`src/rtl/buffered_transceiver_pkg.sv`:
```
`default_nettype none
// ============================================================================
//  Module      : buffered_transceiver_pkg
//  Description : Shared definitions for the buffered LED/photodiode
//                transceiver: payload size, line levels, FSM encodings.
//  Revision    : 1.0 - initial release
// ============================================================================
package buffered_transceiver_pkg;

    // Payload bits carried by one line frame
    localparam int PACKET_SIZE = 8;

    // Line levels: idle and stop share the dark level so an idle line
    // never looks like a start bit.
    localparam logic LINE_IDLE  = 1'b0;
    localparam logic LINE_START = 1'b1;
    localparam logic LINE_STOP  = 1'b0;

    typedef enum logic [2:0] {
        TX_IDLE   = 3'd0,
        TX_START  = 3'd1,
        TX_DATA   = 3'd2,
        TX_PARITY = 3'd3,
        TX_STOP   = 3'd4
    } tx_state_t;

    typedef enum logic [2:0] {
        RX_IDLE   = 3'd0,
        RX_START  = 3'd1,
        RX_DATA   = 3'd2,
        RX_PARITY = 3'd3,
        RX_STOP   = 3'd4
    } rx_state_t;

endpackage
`default_nettype wire

```
`src/rtl/buffered_transceiver_sync_fifo.sv`:
```
`default_nettype none
// ============================================================================
//  Module      : buffered_transceiver_sync_fifo
//  Description : Single-clock first-word-fall-through FIFO with full/empty
//                flags. A push into a full FIFO is accepted when a pop
//                happens in the same cycle.
//  Revision    : 1.0 - initial release
// ============================================================================
module buffered_transceiver_sync_fifo #(
    parameter int WIDTH = 8,
    parameter int DEPTH = 4
) (
    input  logic             clk,
    input  logic             rst_n,
    input  logic             i_push,
    input  logic [WIDTH-1:0] i_data,
    input  logic             i_pop,
    output logic [WIDTH-1:0] o_data,
    output logic             o_full,
    output logic             o_empty
);

    localparam int                c_addr_w = $clog2(DEPTH);
    localparam logic [c_addr_w:0] c_depth  = (c_addr_w + 1)'(DEPTH);

    if (DEPTH < 2 || (DEPTH & (DEPTH - 1)) != 0) begin : g_bad_depth
        $error("DEPTH must be a power of 2 and at least 2");
    end

    logic [WIDTH-1:0]    r_mem [DEPTH];
    logic [c_addr_w-1:0] r_wr_ptr;
    logic [c_addr_w-1:0] r_rd_ptr;
    logic [c_addr_w:0]   r_count;
    logic                w_pop_ok;
    logic                w_push_ok;

    assign w_pop_ok  = i_pop & ~o_empty;
    assign w_push_ok = i_push & (~o_full | w_pop_ok);
    assign o_data    = r_mem[r_rd_ptr];
    assign o_full    = (r_count == c_depth);
    assign o_empty   = (r_count == '0);

    // Storage array: written on accepted pushes, no reset needed
    always_ff @(posedge clk) begin
        if (w_push_ok) begin
            r_mem[r_wr_ptr] <= i_data;
        end
    end

    // Pointers wrap naturally because DEPTH is a power of 2
    always_ff @(posedge clk or negedge rst_n) begin
        if (!rst_n) begin
            r_wr_ptr <= '0;
            r_rd_ptr <= '0;
            r_count  <= '0;
        end else begin
            if (w_push_ok) begin
                r_wr_ptr <= r_wr_ptr + 1'b1;
            end
            if (w_pop_ok) begin
                r_rd_ptr <= r_rd_ptr + 1'b1;
            end
            if (w_push_ok && !w_pop_ok) begin
                r_count <= r_count + 1'b1;
            end else if (w_pop_ok && !w_push_ok) begin
                r_count <= r_count - 1'b1;
            end
        end
    end

endmodule
`default_nettype wire

```
`src/rtl/buffered_transceiver.sv`:
```
`default_nettype none
// ============================================================================
//  Module      : buffered_transceiver
//  Description : Full-duplex serial transceiver for the LED/photodiode link.
//                TX FIFO -> framer -> led; signal -> 2-FF sync -> deframer
//                -> RX FIFO. Frame: start, data LSB first, optional even
//                parity, stop; every bit held BIT_CYCLES clocks.
//  Revision    : 1.0 - initial release
// ============================================================================
module buffered_transceiver
    import buffered_transceiver_pkg::*;
#(
    parameter int DATA_WIDTH = PACKET_SIZE,
    parameter int BIT_CYCLES = 16,
    parameter int TX_DEPTH   = 4,
    parameter int RX_DEPTH   = 4,
    parameter int PARITY_EN  = 1
) (
    input  logic                  clock,
    input  logic                  reset,
    input  logic                  tx_enable,
    input  logic [DATA_WIDTH-1:0] tx_data,
    input  logic                  tx_valid,
    output logic                  tx_ready,
    output logic                  led,
    input  logic                  signal,
    output logic [DATA_WIDTH-1:0] rx_data,
    output logic                  rx_valid,
    input  logic                  rx_ready,
    output logic                  irq_tx,
    output logic                  irq_rx,
    output logic                  err_parity,
    output logic                  err_frame,
    output logic                  err_overflow,
    input  logic                  err_clear
);

    localparam int c_cyc_w = $clog2(BIT_CYCLES);
    localparam int c_bit_w = $clog2(DATA_WIDTH + 1);
    localparam logic [c_cyc_w-1:0] c_cyc_last  = c_cyc_w'(BIT_CYCLES - 1);
    localparam logic [c_cyc_w-1:0] c_half_last = c_cyc_w'(BIT_CYCLES / 2 - 1);
    localparam logic [c_bit_w-1:0] c_bit_last  = c_bit_w'(DATA_WIDTH - 1);

    if ((BIT_CYCLES % 2) != 0 || BIT_CYCLES < 4) begin : g_bad_bit_cycles
        $error("BIT_CYCLES must be even and at least 4");
    end

    if (PARITY_EN != 0 && PARITY_EN != 1) begin : g_bad_parity_en
        $error("PARITY_EN must be 0 or 1");
    end

    // ------------------------------------------------------------------
    // TX side
    // ------------------------------------------------------------------
    tx_state_t             r_tx_state;
    logic [c_cyc_w-1:0]    r_tx_cyc;
    logic [c_bit_w-1:0]    r_tx_bit;
    logic [DATA_WIDTH-1:0] r_tx_shift;
    logic                  r_tx_par;
    logic                  r_led;
    logic                  r_irq_tx;
    logic [DATA_WIDTH-1:0] w_tx_head;
    logic                  w_tx_full;
    logic                  w_tx_empty;
    logic                  w_tx_push;
    logic                  w_tx_pop;
    logic                  w_tx_bit_end;

    assign tx_ready     = ~w_tx_full;
    assign w_tx_push    = tx_valid & ~w_tx_full;
    assign w_tx_pop     = (r_tx_state == TX_IDLE) & tx_enable & ~w_tx_empty;
    assign w_tx_bit_end = (r_tx_cyc == c_cyc_last);
    assign led          = r_led;
    assign irq_tx       = r_irq_tx;

    buffered_transceiver_sync_fifo #(
        .WIDTH (DATA_WIDTH),
        .DEPTH (TX_DEPTH)
    ) u_tx_fifo (
        .clk     (clock),
        .rst_n   (reset),
        .i_push  (w_tx_push),
        .i_data  (tx_data),
        .i_pop   (w_tx_pop),
        .o_data  (w_tx_head),
        .o_full  (w_tx_full),
        .o_empty (w_tx_empty)
    );

    // Framer: walks the frame one bit per BIT_CYCLES clocks, led registered
    always_ff @(posedge clock or negedge reset) begin
        if (!reset) begin
            r_tx_state <= TX_IDLE;
            r_tx_cyc   <= '0;
            r_tx_bit   <= '0;
            r_tx_shift <= '0;
            r_tx_par   <= 1'b0;
            r_led      <= LINE_IDLE;
            r_irq_tx   <= 1'b0;
        end else begin
            r_irq_tx <= 1'b0;
            case (r_tx_state)
                TX_IDLE: begin
                    r_tx_cyc <= '0;
                    r_tx_bit <= '0;
                    if (w_tx_pop) begin
                        r_tx_shift <= w_tx_head;
                        r_tx_par   <= ^w_tx_head;
                        r_tx_state <= TX_START;
                        r_led      <= LINE_START;
                    end
                end
                TX_START: begin
                    if (w_tx_bit_end) begin
                        r_tx_cyc   <= '0;
                        r_tx_state <= TX_DATA;
                        r_led      <= r_tx_shift[0];
                    end else begin
                        r_tx_cyc <= r_tx_cyc + 1'b1;
                    end
                end
                TX_DATA: begin
                    if (w_tx_bit_end) begin
                        r_tx_cyc <= '0;
                        if (r_tx_bit == c_bit_last) begin
                            r_tx_bit <= '0;
                            if (PARITY_EN != 0) begin
                                r_tx_state <= TX_PARITY;
                                r_led      <= r_tx_par;
                            end else begin
                                r_tx_state <= TX_STOP;
                                r_led      <= LINE_STOP;
                            end
                        end else begin
                            r_tx_bit   <= r_tx_bit + 1'b1;
                            r_tx_shift <= r_tx_shift >> 1;
                            r_led      <= r_tx_shift[1];
                        end
                    end else begin
                        r_tx_cyc <= r_tx_cyc + 1'b1;
                    end
                end
                TX_PARITY: begin
                    if (w_tx_bit_end) begin
                        r_tx_cyc   <= '0;
                        r_tx_state <= TX_STOP;
                        r_led      <= LINE_STOP;
                    end else begin
                        r_tx_cyc <= r_tx_cyc + 1'b1;
                    end
                end
                TX_STOP: begin
                    if (w_tx_bit_end) begin
                        r_tx_cyc   <= '0;
                        r_tx_state <= TX_IDLE;
                        r_led      <= LINE_IDLE;
                        // Interrupt only when nothing is left or arriving to send
                        r_irq_tx   <= w_tx_empty & ~w_tx_push;
                    end else begin
                        r_tx_cyc <= r_tx_cyc + 1'b1;
                    end
                end
                default: begin
                    r_tx_state <= TX_IDLE;
                    r_led      <= LINE_IDLE;
                end
            endcase
        end
    end

    // ------------------------------------------------------------------
    // RX side
    // ------------------------------------------------------------------
    rx_state_t             r_rx_state;
    logic [c_cyc_w-1:0]    r_rx_cyc;
    logic [c_bit_w-1:0]    r_rx_bit;
    logic [DATA_WIDTH-1:0] r_rx_shift;
    logic                  r_rx_par;
    logic                  r_sync1;
    logic                  r_sync2;
    logic                  r_rx_prev;
    logic                  r_err_parity;
    logic                  r_err_frame;
    logic                  r_err_overflow;
    logic                  w_rx_full;
    logic                  w_rx_empty;
    logic                  w_rx_pop;
    logic                  w_rx_push;
    logic                  w_rx_bit_end;
    logic                  w_rx_stop_done;
    logic                  w_stop_bad;
    logic                  w_par_bad;
    logic                  w_ovf;

    assign w_rx_bit_end   = (r_rx_cyc == c_cyc_last);
    assign w_rx_stop_done = (r_rx_state == RX_STOP) & w_rx_bit_end;
    assign w_rx_pop       = rx_ready & ~w_rx_empty;
    // Checks are prioritised: stop bit, then parity, then room in the FIFO
    assign w_stop_bad     = w_rx_stop_done & (r_sync2 != LINE_STOP);
    assign w_par_bad      = w_rx_stop_done & ~w_stop_bad & (PARITY_EN != 0)
                            & ((^r_rx_shift) != r_rx_par);
    assign w_ovf          = w_rx_stop_done & ~w_stop_bad & ~w_par_bad
                            & w_rx_full & ~w_rx_pop;
    assign w_rx_push      = w_rx_stop_done & ~w_stop_bad & ~w_par_bad & ~w_ovf;

    assign rx_valid     = ~w_rx_empty;
    assign irq_rx       = ~w_rx_empty;
    assign err_parity   = r_err_parity;
    assign err_frame    = r_err_frame;
    assign err_overflow = r_err_overflow;

    buffered_transceiver_sync_fifo #(
        .WIDTH (DATA_WIDTH),
        .DEPTH (RX_DEPTH)
    ) u_rx_fifo (
        .clk     (clock),
        .rst_n   (reset),
        .i_push  (w_rx_push),
        .i_data  (r_rx_shift),
        .i_pop   (w_rx_pop),
        .o_data  (rx_data),
        .o_full  (w_rx_full),
        .o_empty (w_rx_empty)
    );

    // Two-stage synchroniser plus a delayed copy for start-edge detection
    always_ff @(posedge clock or negedge reset) begin
        if (!reset) begin
            r_sync1   <= LINE_IDLE;
            r_sync2   <= LINE_IDLE;
            r_rx_prev <= LINE_IDLE;
        end else begin
            r_sync1   <= signal;
            r_sync2   <= r_sync1;
            r_rx_prev <= r_sync2;
        end
    end

    // Deframer: confirm the start bit at its middle, then sample mid-bit
    always_ff @(posedge clock or negedge reset) begin
        if (!reset) begin
            r_rx_state <= RX_IDLE;
            r_rx_cyc   <= '0;
            r_rx_bit   <= '0;
            r_rx_shift <= '0;
            r_rx_par   <= 1'b0;
        end else begin
            case (r_rx_state)
                RX_IDLE: begin
                    r_rx_cyc <= '0;
                    r_rx_bit <= '0;
                    if (r_sync2 == LINE_START && r_rx_prev != LINE_START) begin
                        r_rx_state <= RX_START;
                    end
                end
                RX_START: begin
                    if (r_rx_cyc == c_half_last) begin
                        r_rx_cyc   <= '0;
                        // A start bit that has already gone away was a glitch
                        r_rx_state <= (r_sync2 == LINE_START) ? RX_DATA : RX_IDLE;
                    end else begin
                        r_rx_cyc <= r_rx_cyc + 1'b1;
                    end
                end
                RX_DATA: begin
                    if (w_rx_bit_end) begin
                        r_rx_cyc   <= '0;
                        r_rx_shift <= {r_sync2, r_rx_shift[DATA_WIDTH-1:1]};
                        if (r_rx_bit == c_bit_last) begin
                            r_rx_bit   <= '0;
                            r_rx_state <= (PARITY_EN != 0) ? RX_PARITY : RX_STOP;
                        end else begin
                            r_rx_bit <= r_rx_bit + 1'b1;
                        end
                    end else begin
                        r_rx_cyc <= r_rx_cyc + 1'b1;
                    end
                end
                RX_PARITY: begin
                    if (w_rx_bit_end) begin
                        r_rx_cyc   <= '0;
                        r_rx_par   <= r_sync2;
                        r_rx_state <= RX_STOP;
                    end else begin
                        r_rx_cyc <= r_rx_cyc + 1'b1;
                    end
                end
                RX_STOP: begin
                    if (w_rx_bit_end) begin
                        r_rx_cyc   <= '0;
                        r_rx_state <= RX_IDLE;
                    end else begin
                        r_rx_cyc <= r_rx_cyc + 1'b1;
                    end
                end
                default: begin
                    r_rx_state <= RX_IDLE;
                end
            endcase
        end
    end

    // Sticky error flags; a new error in the clearing cycle survives
    always_ff @(posedge clock or negedge reset) begin
        if (!reset) begin
            r_err_parity   <= 1'b0;
            r_err_frame    <= 1'b0;
            r_err_overflow <= 1'b0;
        end else begin
            r_err_parity   <= (r_err_parity   & ~err_clear) | w_par_bad;
            r_err_frame    <= (r_err_frame    & ~err_clear) | w_stop_bad;
            r_err_overflow <= (r_err_overflow & ~err_clear) | w_ovf;
        end
    end

endmodule
`default_nettype wire
```
`config.mk`:
```
export PLATFORM = sky130hd
export DESIGN_NAME = buffered_transceiver
export DESIGN_NICKNAME = d
export VERILOG_FILES = /design/src/rtl/buffered_transceiver_pkg.sv /design/src/rtl/buffered_transceiver_sync_fifo.sv /design/src/rtl/buffered_transceiver.sv
export SDC_FILE = /design/constraint.sdc
export NUM_CORES = 1
export LEC_CHECK = 0
export ABC_CLOCK_PERIOD_IN_PS = 3600
export BUFFER_PORTS_ARGS = -buffer_cell sky130_fd_sc_hd__buf_2
export CORE_MARGIN = 4
export CORE_UTILIZATION = 45
export CTS_CLUSTER_SIZE = 20
export DETAILED_ROUTE_END_ITERATION = 8
export SETUP_SLACK_MARGIN = 0.3
export SLEW_MARGIN = 20
export SYNTH_ARGS = -nofsm -noshare
export SYNTH_HDL_FRONTEND = slang
export SYNTH_SLANG_ARGS = --single-unit
```
`constraint.sdc`:
```
create_clock -name clock -period 3.6 [get_ports clock]
set_input_delay 0.54 -clock clock [delete_from_list [all_inputs] [get_ports clock]]
set_output_delay 0.54 -clock clock [all_outputs]
set_load 0.005 [all_outputs]
```
==> results.py <==
metrics = {
    "yosys": {
        "synth_top_area_cell": "edfxtp_1",
        "synth_common_cells": "edfxtp_1 (64), dfrtp_1 (62), nand2_1 (28), nor2_1 (21), o21ai_0 (21)",
        "syn-cell-area_sq_um": 5560,
        "async_reset_ff_share_pct": 49.2,
        "synth-seq-cells": 126,
        "synth_edf_count": 64,
        "synth_top_area_share_pct": 34.6,
        "ys_types": 51,
        "synth_area_leaders": "edfxtp_1 (35%), dfrtp_1 (28%), mux4_2 (6.5%), ha_1 (3.2%), xnor2_1 (3.2%)",
        "seq_area_frac_synth_pct": 62.5,
        "yosysMostFrequentCell": "edfxtp_1",
        "syn-num-nets": 433,
        "synth_ff_type": "edfxtp_1",
        "netlist_instances": 402,
        "yosys_warnings": 0,
        "syn_avg_cell_area_sq_um": 13.8,
    },
    "critical_path": {
        "path_class": "reg2reg",
        "worstPathArrival_ps": 3140,
        "crit_start": "r_rx_shift[5]$_DFFE_PN0P_",
        "cp_max_fo": 7,
        "endpoint_kind": "flop",
        "crit_family": "XOR/XNOR gates",
        "reg2reg_from": "r_rx_shift[5]$_DFFE_PN0P_",
        "crit_path_max_incr_delay_ps": 450,
        "startpoint_type": "flop",
        "cp.required_ps": 3930,
        "cp_num_buf_inv": 1,
        "cp_common_cell": "xor2_1",
        "cp_slowest_cell": "dfrtp_1",
        "path_cells": "xor2_1 > xnor3_1 > xnor2_1 > and3_1 > ha_1 > inv_1 > fa_1 > xor2_1 > nor2_1 > xor2_1",
    },
    "clock_network": {
        "cts.repair.resized": 0,
        "h-tree-depth": 4,
        "insertion_delay_ps": 410,
        "cts_buffers": 17,
        "cts_tree": "done",
        "ctsHoldBuffers": 0,
        "cts.sinks": 126,
        "cts_buffer_depth": 2,
        "path_clk_slew_ps": 50,
        "root_buffer": "clkbuf_16",
        "cts_setup_buffers": 0,
    },
    "global_routing": {
        "gr-usage-met2_pct": 25.9,
        "busiest_layer": "met2",
        "grt_pass1_wl_mm": 16.8,
        "grtUsageMet1_pct": 18.0,
        "grt_pass1_vias": 3373,
        "grt_start_max_net_pins": 39,
        "overflow": 0,
        "use_met3_pct": 6.27,
        "track_usage_pct": 15.4,
        "antenna_found_initial": 0,
    },
    "sta": {
        "setup_slack_ps": 794,
        "finalCritPeriodShare_pct": 77.9,
        "tightest_slew_ps": 862,
        "fin_tns_setup_ps": 0,
        "fin_crit_ps": 2810,
        "final_max_slew_viol_count": 0,
        "hold_violations": 0,
        "rsz0062_at_grt": "false",
        "max-slew-margin-rel_pct": 42.5,
        "skew_ps": 7.17,
        "setup_viol": 0,
        "timing.fmax_ghz": 0.356,
    },
    "place": {
        "post_dp_cell_area_sq_um": 5850,
        "gp_congestion": 0.786,
        "hpwl_mm": 6.57,
        "dp_slack_ps": 791,
        "placed_cells": 585,
        "port_buffers": 30,
    },
    "floorplanning": {
        "chipWidth_microns": 119,
        "io_pins": 31,
        "dieArea_sq_um": 14200,
        "fp.dieH_microns": 119,
        "start_util_pct": 46.1,
        "coreArea_sq_um": 12100,
        "rows": 40,
    },
    "route": {
        "wl_per_cell_microns": 15.8,
        "ant_nets": 0,
        "drtIter0Drc": 216,
        "route.detailed.drc": 0,
        "via_per_inst": 5.13,
        "vias": 3166,
        "wl_mm": 9.76,
        "dr.pass1.iters": 4,
    },
    "power_and_ir_drop": {
        "switching_share_pct": 30.3,
        "peakVddDrop_uv": 551,
        "p_clk_share_pct": 32.9,
        "p_int_mw": 3.71,
        "p_per_area_nw_per_um2": 824,
        "combPwrFrac_pct": 25.9,
        "p_seq_share_pct": 41.2,
        "p_leak_nw": 2.63,
        "p_sw_mw": 1.61,
    },
    "cells_and_area": {
        "num-nets-final": 467,
        "stdcell_count": 617,
        "drive_gt1_share_pct": 21.4,
        "antennaDiodeCount": 0,
        "final_util_pct": 53.5,
        "design_area_sq_um": 6450,
        "syn_to_final_growth_pct": 16.1,
    },
    "hold_path": {
        "worstHoldPathType": "in2async",
    },
    "status": {
        "status": "completed",
    },
    "job": {
        "max_cap_viol_count": 0,
    },
}
[sequential cells by signal (all words and copies together), names as in the netlist, 2 cells and up]
signal	cells
u_rx_fifo.r_rd_ptr	2
r_tx_state	3
r_rx_state	3
u_rx_fifo.r_count	3
u_rx_fifo.r_wr_ptr	2
r_tx_shift	8
r_rx_shift	8
r_rx_bit	4
r_tx_cyc	4
u_rx_fifo.r_mem	32
u_tx_fifo.r_wr_ptr	2
u_tx_fifo.r_mem	32
r_rx_cyc	4
r_tx_bit	4
u_tx_fifo.r_rd_ptr	2
u_tx_fifo.r_count	3
[final timing paths]
check | endpoint | slack [ps] | cells past startpoint
setup reg to reg | u_rx_fifo.r_count[2]$_DFFE_PN0P_ | 790 | 10
min in group clock | r_sync1$_DFF_PN0_ | 240 | 1
hold / removal | r_tx_cyc[1]$_DFFE_PN0P_ | 240 | 1
setup / recovery | u_rx_fifo.r_count[2]$_DFFE_PN0P_ | 790 | 10
hold reg to reg | r_sync2$_DFF_PN0_ | 350 | 0
max in group asynchronous | u_rx_fifo.r_rd_ptr[0]$_DFFE_PN0N_ | 2640 | 2
[cells by family (layout without fill, tap and decap cells)]
kind of cell,after synthesis,in the layout,share of synthesized area (%)
fa+ha+maj,16,16,3.87
compound gates,53,53,5.70
flops,126,126,62.5
xor+xnor,29,29,4.82
buf+inv,35,82,2.75
simple gates,104,104,9.37
mux,39,39,11.0
[power groups by stage]
stage,combinational (mW),clock [mW],sequential [mW]
5_1_grt,1.56,1.87,2.26
3_5_place_dp,1.39,0,2.22
3_3_place_gp,1.36,0,2.20
4_1_cts,1.41,1.80,2.20
6_report,1.38,1.75,2.19
2_1_floorplan,1.26,0,2.01
[metrics by stage]
step	hold WS, ps	power [mW]
floorplan	244	3.27
global placement	339	3.56
detailed placement	335	3.61
CTS	203	5.40
global route	205	5.68
finish	237	5.31
[final cells by class]
type                    instances  area (sq um)
flip-flops and latches        126          3470
repair buffers                 32           165
clock inverters                13           171
fillers                       981          5610
clock buffers                  19           433
multi-input cells             241          1930
well taps                     168           210
inverters                      18          67.6
[placed cells by master, fill, tap and decap left out, drive strengths merged, types with 4 or more instances in the layout]
cell type	count
bufinv	4
ha	14
nand2	28
nor2	21
dfrtp	62
clkinv	8
inv	17
nand3	15
mux2i	10
edfxtp	64
xor2	8
a21oi	17
and2	7
clkbuf	19
mux4	16
nor3	6
xnor2	20
o21ai	21
buf	32
mux2	13
and3	8
[per-layer routing]
metal  part of all wire, %  vias up
li1                      -     1531
met1                    44     1569
met2                    51       57
met3                   3.9        9
met4                   1.1        0
met5                     0        -
Note: power is estimated with default switching activity, not from simulation.
